===== src/rtl/des_key_sched_ctrl_if.sv =====
// Key request and subkey stream bundle for the DES key-schedule sequencer.
// master = key source / subkey consumer, slave = the sequencer.
interface des_key_sched_ctrl_if;
  logic        key_valid;
  logic        key_ready;
  logic [63:0] key;
  logic        decrypt;
  logic        sk_valid;
  logic        sk_ready;
  logic [47:0] sk;
  logic [4:0]  sk_round;
  logic        sk_last;

  modport master (
    output key_valid, key, decrypt, sk_ready,
    input  key_ready, sk_valid, sk, sk_round, sk_last
  );

  modport slave (
    input  key_valid, key, decrypt, sk_ready,
    output key_ready, sk_valid, sk, sk_round, sk_last
  );
endinterface


===== src/rtl/des_key_sched_ctrl.sv =====
// Iterative DES key schedule: PC-1 on accept, one C/D shift per round, PC-2 subkey per handshake.
// Decrypt walks K16..K1 by rotating right from C0/D0, so no subkey storage is needed.
//
// state | meaning
// IDLE  | key_ready high, waiting for a key (parity rejects stay here)
// EMIT  | offering subkey for the current round, holding it under backpressure
module des_key_sched_ctrl #(
  parameter bit CHECK_PARITY = 1'b0
) (
  input  logic                        clk,
  input  logic                        rst,
  des_key_sched_ctrl_if.slave         bus,
  input  logic                        abort,
  output logic                        busy,
  output logic                        done,
  output logic                        par_err
);

  typedef enum logic {IDLE, EMIT} state_t;

  // Table entries use DES numbering: bit 1 is the MSB of the source vector.
  localparam int PC1_TAB [56] = '{
    57, 49, 41, 33, 25, 17,  9,
     1, 58, 50, 42, 34, 26, 18,
    10,  2, 59, 51, 43, 35, 27,
    19, 11,  3, 60, 52, 44, 36,
    63, 55, 47, 39, 31, 23, 15,
     7, 62, 54, 46, 38, 30, 22,
    14,  6, 61, 53, 45, 37, 29,
    21, 13,  5, 28, 20, 12,  4
  };

  localparam int PC2_TAB [48] = '{
    14, 17, 11, 24,  1,  5,
     3, 28, 15,  6, 21, 10,
    23, 19, 12,  4, 26,  8,
    16,  7, 27, 20, 13,  2,
    41, 52, 31, 37, 47, 55,
    30, 40, 51, 45, 33, 48,
    44, 49, 39, 56, 34, 53,
    46, 42, 50, 36, 29, 32
  };

  function automatic logic [55:0] pc1(input logic [63:0] k);
    logic [55:0] r;
    r = '0;
    for (int i = 0; i < 56; i++) r[55-i] = k[64-PC1_TAB[i]];
    return r;
  endfunction

  function automatic logic [47:0] pc2(input logic [55:0] cd);
    logic [47:0] r;
    r = '0;
    for (int i = 0; i < 48; i++) r[47-i] = cd[56-PC2_TAB[i]];
    return r;
  endfunction

  function automatic logic [27:0] rotl(input logic [27:0] v, input logic two);
    return two ? {v[25:0], v[27:26]} : {v[26:0], v[27]};
  endfunction

  function automatic logic [27:0] rotr(input logic [27:0] v, input logic two);
    return two ? {v[1:0], v[27:2]} : {v[0], v[27:1]};
  endfunction

  // Rounds 1, 2, 9 and 16 shift by one; every other round shifts by two.
  function automatic logic single_shift(input logic [4:0] r);
    return (r == 5'd1) || (r == 5'd2) || (r == 5'd9) || (r == 5'd16);
  endfunction

  state_t      state, state_nxt;
  logic [27:0] c, c_nxt;
  logic [27:0] d, d_nxt;
  logic [4:0]  round, round_nxt;
  logic [3:0]  cnt, cnt_nxt;
  logic        dec, dec_nxt;
  logic [47:0] sk_r, sk_nxt;
  logic        done_r, done_nxt;
  logic        par_err_r, par_err_nxt;
  logic [55:0] cd0;
  logic [7:0]  byte_par;
  logic        key_par_ok;

  always_comb begin
    byte_par = '0;
    for (int b = 0; b < 8; b++) byte_par[b] = ^bus.key[8*b +: 8];
    key_par_ok = &byte_par;
  end

  always_ff @(posedge clk) begin
    if (rst) begin
      state     <= IDLE;
      c         <= '0;
      d         <= '0;
      round     <= '0;
      cnt       <= '0;
      dec       <= 1'b0;
      sk_r      <= '0;
      done_r    <= 1'b0;
      par_err_r <= 1'b0;
    end else begin
      state     <= state_nxt;
      c         <= c_nxt;
      d         <= d_nxt;
      round     <= round_nxt;
      cnt       <= cnt_nxt;
      dec       <= dec_nxt;
      sk_r      <= sk_nxt;
      done_r    <= done_nxt;
      par_err_r <= par_err_nxt;
    end
  end

  always_comb begin
    state_nxt   = state;
    c_nxt       = c;
    d_nxt       = d;
    round_nxt   = round;
    cnt_nxt     = cnt;
    dec_nxt     = dec;
    done_nxt    = 1'b0;
    par_err_nxt = 1'b0;
    cd0         = pc1(bus.key);

    case (state)
      IDLE: begin
        if (bus.key_valid) begin
          if (CHECK_PARITY && !key_par_ok) begin
            par_err_nxt = 1'b1;
          end else begin
            state_nxt = EMIT;
            dec_nxt   = bus.decrypt;
            cnt_nxt   = 4'd0;
            // Decrypt starts from C0/D0: the 16 shifts total 28, i.e. C16 == C0.
            if (bus.decrypt) begin
              c_nxt     = cd0[55:28];
              d_nxt     = cd0[27:0];
              round_nxt = 5'd16;
            end else begin
              c_nxt     = rotl(cd0[55:28], 1'b0);
              d_nxt     = rotl(cd0[27:0], 1'b0);
              round_nxt = 5'd1;
            end
          end
        end
      end

      EMIT: begin
        if (abort) begin
          state_nxt = IDLE;
          round_nxt = 5'd0;
          cnt_nxt   = 4'd0;
        end else if (bus.sk_ready) begin
          if (cnt == 4'd15) begin
            state_nxt = IDLE;
            done_nxt  = 1'b1;
            round_nxt = 5'd0;
            cnt_nxt   = 4'd0;
          end else begin
            cnt_nxt = cnt + 4'd1;
            if (dec) begin
              c_nxt     = rotr(c, !single_shift(round));
              d_nxt     = rotr(d, !single_shift(round));
              round_nxt = round - 5'd1;
            end else begin
              c_nxt     = rotl(c, !single_shift(round + 5'd1));
              d_nxt     = rotl(d, !single_shift(round + 5'd1));
              round_nxt = round + 5'd1;
            end
          end
        end
      end

      default: state_nxt = IDLE;
    endcase

    // Stall keeps c/d unchanged, so the registered subkey holds as well.
    sk_nxt = (state_nxt == EMIT) ? pc2({c_nxt, d_nxt}) : '0;
  end

  assign bus.key_ready = (state == IDLE);
  assign bus.sk_valid  = (state == EMIT);
  assign bus.sk        = sk_r;
  assign bus.sk_round  = round;
  assign bus.sk_last   = (state == EMIT) && (cnt == 4'd15);
  assign busy          = (state == EMIT);
  assign done          = done_r;
  assign par_err       = par_err_r;

endmodule


===== src/flat_wrapper.sv =====
// flat-port wrapper written by rule: the top's interface ports become plain ports
module des_key_sched_ctrl_flat 
#(
  parameter bit CHECK_PARITY = 1'b0
)
  (clk, rst, abort, busy, done, par_err, bus_key_valid, bus_key, bus_decrypt, bus_sk_ready, bus_key_ready, bus_sk_valid, bus_sk, bus_sk_round, bus_sk_last);
  des_key_sched_ctrl_if bus_i ();
  input  logic clk;
  input  logic rst;
  input  logic abort;
  output logic busy;
  output logic done;
  output logic par_err;
  input wire logic [$bits(bus_i.key_valid)-1:0] bus_key_valid;
  input wire logic [$bits(bus_i.key)-1:0] bus_key;
  input wire logic [$bits(bus_i.decrypt)-1:0] bus_decrypt;
  input wire logic [$bits(bus_i.sk_ready)-1:0] bus_sk_ready;
  output wire logic [$bits(bus_i.key_ready)-1:0] bus_key_ready;
  output wire logic [$bits(bus_i.sk_valid)-1:0] bus_sk_valid;
  output wire logic [$bits(bus_i.sk)-1:0] bus_sk;
  output wire logic [$bits(bus_i.sk_round)-1:0] bus_sk_round;
  output wire logic [$bits(bus_i.sk_last)-1:0] bus_sk_last;
  assign bus_i.key_valid = bus_key_valid;
  assign bus_i.key = bus_key;
  assign bus_i.decrypt = bus_decrypt;
  assign bus_i.sk_ready = bus_sk_ready;
  assign bus_key_ready = bus_i.key_ready;
  assign bus_sk_valid = bus_i.sk_valid;
  assign bus_sk = bus_i.sk;
  assign bus_sk_round = bus_i.sk_round;
  assign bus_sk_last = bus_i.sk_last;
  des_key_sched_ctrl #(.CHECK_PARITY(CHECK_PARITY)) u_core (.clk(clk), .rst(rst), .bus(bus_i), .abort(abort), .busy(busy), .done(done), .par_err(par_err));
endmodule

===== config.mk =====
export PLATFORM = sky130hd
export DESIGN_NAME = des_key_sched_ctrl_flat
export DESIGN_NICKNAME = d
export VERILOG_FILES = /design/src/rtl/des_key_sched_ctrl_if.sv /design/src/rtl/des_key_sched_ctrl.sv /design/src/flat_wrapper.sv
export SDC_FILE = /design/constraint.sdc
export NUM_CORES = 1
export LEC_CHECK = 0
export ABC_AREA = 1
export CORE_MARGIN = 4
export CORE_UTILIZATION = 58
export CTS_CLUSTER_DIAMETER = 40
export DETAILED_ROUTE_END_ITERATION = 12
export GPL_TIMING_DRIVEN = 0
export HOLD_SLACK_MARGIN = 0.12
export PLACE_DENSITY = 0.95
export RECOVER_POWER = 50
export SYNTH_ARGS = -nofsm -noshare
export SYNTH_HDL_FRONTEND = slang
export SYNTH_SLANG_ARGS = --single-unit

===== constraint.sdc =====
create_clock -name clk -period 3.4 [get_ports clk]
set_input_delay 1.02 -clock clk [delete_from_list [all_inputs] [get_ports clk]]
set_output_delay 1.02 -clock clk [all_outputs]
set_load 0.01 [all_outputs]

==> load_flow_metrics.sql <==
INSERT INTO impl_metrics (metric_group, metric, value, unit) VALUES
('synthesis', 'synth_nets', '1327', ''),
('route', 'routedWlPerCell', '20.92', 'um'),
('worst_setup_path', 'worst-path-max-fanout', '10', ''),
('final_layout', 'area_growth', '26.68', '%'),
('global_route', 'grt_antenna_before_repair', '0', ''),
('synthesis', 'synth-seq-cells', '116', ''),
('power', 'irDropWorstVdd', '0.0006315', 'V'),
('job', 'timing.max_cap.violations', '0', ''),
('clock_network', 'cts_buffers', '17', ''),
('placed_design', 'detailedPlace.worstSlack', '0.08084', 'ns'),
('final_layout', 'area.sequential', '2322', 'sq um'),
('worst_setup_path', 'crit-reg2reg-launch', 'u_core.bus.sk_round[0]', ''),
('timing', 'tns', '0', 'ns'),
('route', 'route.vias.total', '9949', ''),
('final_layout', 'final_cell_mix', 'sky130_fd_sc_hd__nand2_1 (282), sky130_fd_sc_hd__a21oi_1 (274), sky130_fd_sc_hd__inv_1 (157)', ''),
('placed_design', 'gp_congestion', '1.011', ''),
('route', 'post-route-drc-count', '0', ''),
('status', 'run_status', 'finished clean', ''),
('global_route', 'global_route_wire_length_before_repair', '49950', 'um'),
('synthesis', 'synth-compound-area-share', '27.73', '%'),
('route', 'detail_route.vias_per_cell', '6.333', ''),
('placed_design', 'post-place-cells', '1539', ''),
('floorplan', 'design.core.area', '12670', 'sq um'),
('clock_network', 'cts.hold.buffers_added', '0', ''),
('clock_network', 'cts_setup_buffers', '0', ''),
('timing', 'hold_viol_final', '0', ''),
('worst_setup_path', 'setup.worst_path.end_class', 'output pin', ''),
('final_layout', 'area_of_the_multi_input_gates', '4124', 'sq um'),
('synthesis', 'syn-mean-instance-area', '6.032', 'sq um'),
('final_layout', 'layout_commonest_cell', 'sky130_fd_sc_hd__nand2_1', ''),
('synthesis', 'synth.cell_area', '7540', 'sq um'),
('route', 'drt_first_iter_violations', '1923', ''),
('clock_network', 'ctsHtreeMaxLevel', '4', ''),
('hold_path', 'hold-path-endpoint', 'u_core.cnt[1]', ''),
('clock_network', 'worst_skew_pair.late_latency', '0.44', 'ns'),
('timing', 'worst_slew_pin_slew', '0.9079', 'ns'),
('synthesis', 'post-synth-top-area-cell', 'sky130_fd_sc_hd__dfxtp_1', ''),
('timing', 'setup_slack', '0.1477', 'ns'),
('placed_design', 'placed_area', '8926', 'sq um'),
('synthesis', 'post_synth_fa_ha_maj_area_fraction', '1.162', '%'),
('timing', 'setup_violations', '0', ''),
('timing', 'final_hold_slack', '0.4932', 'ns'),
('worst_setup_path', 'timing.reg2reg.setup_slack', '0.80', 'ns'),
('timing', 'clock_skew', '0.009486', 'ns'),
('clock_network', 'cts_max_path_buffers', '2', ''),
('final_layout', 'final_nets', '1463', ''),
('hold_path', 'timing.hold.worst_path_depth', '2', ''),
('global_route', 'via_count_of_the_first_global_routing_pass', '8987', ''),
('placed_design', 'dp.final_hpwl', '23140', 'um'),
('global_route', 'pin_count_of_the_biggest_net_entering_global_routing', '17', ''),
('worst_setup_path', 'cp_data_required_time', '2.38', 'ns'),
('timing', 'headroom_to_the_max_slew_limit', '39.48', '%'),
('synthesis', 'synthCells', '1250', ''),
('timing', 'clock_period_minus_final_worst_setup_slack', '3.252', 'ns'),
('route', 'finalWirelength', '32870', 'um'),
('synthesis', 'synthMuxAreaShare', '0', '%'),
('synthesis', 'synthDominantCellAreaShare', '30.80', '%'),
('synthesis', 'yosysUniqueCellTypes', '33', ''),
('synthesis', 'ys_warn_count', '0', ''),
('worst_setup_path', 'arrival', '2.23', 'ns'),
('route', 'route.antenna.remaining_nets', '0', ''),
('hold_path', 'min-delay-start', 'u_core.cnt[1]', ''),
('synthesis', 'portion_of_the_post_synthesis_area_used_by_sequential_elements', '30.80', '%'),
('route', 'total_iterations_of_the_first_detailed_routing_run', '7', ''),
('worst_setup_path', 'r2r_cells', '13', ''),
('floorplan', 'floorplan.die_area', '14890', 'sq um'),
('worst_setup_path', 'r2r_end', 'u_core.d[25]', ''),
('timing', 'finalMaxSlewViolations', '0', ''),
('floorplan', 'std_cell_rows', '41', ''),
('timing', 'unrepaired_setup_endpoints_after_global_routing', 'false', ''),
('power', 'finalPower', '4.845', 'mW');
synthesized netlist by cell type:
library cell                  n
sky130_fd_sc_hd__nand3_2      1
sky130_fd_sc_hd__clkinv_1     1
sky130_fd_sc_hd__buf_2       23
sky130_fd_sc_hd__nand2_2      1
sky130_fd_sc_hd__buf_6        8
sky130_fd_sc_hd__clkbuf_1    51
sky130_fd_sc_hd__dfxtp_1    116
sky130_fd_sc_hd__nand3b_1     1
sky130_fd_sc_hd__clkbuf_2     1
sky130_fd_sc_hd__o21ai_0    100
sky130_fd_sc_hd__inv_2        9
sky130_fd_sc_hd__o22ai_1      5
sky130_fd_sc_hd__buf_4        5
sky130_fd_sc_hd__ha_1         7
sky130_fd_sc_hd__nand4_1      5
sky130_fd_sc_hd__nor2_2       2
sky130_fd_sc_hd__o2111ai_1    1
sky130_fd_sc_hd__nor3_2       1
sky130_fd_sc_hd__conb_1       1
sky130_fd_sc_hd__nand2_1    282
sky130_fd_sc_hd__o211ai_1     8
sky130_fd_sc_hd__nor3_1       1
sky130_fd_sc_hd__o21a_1       1
sky130_fd_sc_hd__a31oi_1      1
sky130_fd_sc_hd__xnor2_2      1
sky130_fd_sc_hd__a21oi_1    274
sky130_fd_sc_hd__o21ai_1     18
sky130_fd_sc_hd__nand3_1    131
sky130_fd_sc_hd__a22oi_1      2
sky130_fd_sc_hd__inv_1      156
sky130_fd_sc_hd__buf_1        7
sky130_fd_sc_hd__xor2_1       5
sky130_fd_sc_hd__nor2_1      24
state kept, by name, indices dropped and copies added, names as in the netlist:
register	count
u_core.bus.sk	48
u_core.bus.sk_round	5
u_core.bus.sk_valid	1
u_core.c	28
u_core.cnt	4
u_core.d	28
u_core.dec	1
u_core.done	1
layout make-up:
cell class | count | share of cell area, %
inverter | 166 | 6.523
tap | 172 | 2.253
sequential | 116 | 24.31
buffer | 95 | 4.873
multi-input combinational | 873 | 43.18
timing repair buffer | 117 | 12.26
clock buffer | 17 | 4.454
clock inverter | 15 | 2.148
critical path: stages (launching register included):
cell	delay [ns]
sky130_fd_sc_hd__dfxtp_1	0.40
sky130_fd_sc_hd__inv_2	0.20
sky130_fd_sc_hd__clkbuf_1	0.53
sky130_fd_sc_hd__clkdlybuf4s50_1	0.66
routing by layer:
layer	share of wire (%)	vias up	global-route usage (%)
li1	-	4380	-
met1	37	4398	58.41
met2	41	985	62.29
met3	17	186	17.78
met4	4.8	0	18.63
met5	0	-	0
report_power, final:
group,switching [mW],internal (mW),leakage (nW)
registers,0.0795,1.46,0.950
clock network,0.727,1.23,0.300
logic,0.895,0.455,3.08
logic make-up after synthesis:
family | count (synthesis)
simple gates | 449
compound gates | 410
buf+inv | 261
flops | 116
fa+ha+maj | 7
xor+xnor | 6
other cells | 1
how the worst max path moves through the flow:
stage,startpoint,endpoint,slack [ns],cells after the start
2_1_floorplan,rst,u_core.bus.sk[0],1.26,8
3_3_place_gp,bus_key_valid,u_core.d[2],0.09,8
3_5_place_dp,bus_key_valid,u_core.c[3],0.08,8
4_1_cts,u_core.bus.sk_valid,bus_key_ready,0.23,3
5_1_grt,bus_key_valid,u_core.c[3],0.08,8
6_report,u_core.bus.sk_valid,bus_key_ready,0.15,3
No activity file was read; power rests on OpenSTA's default activity.
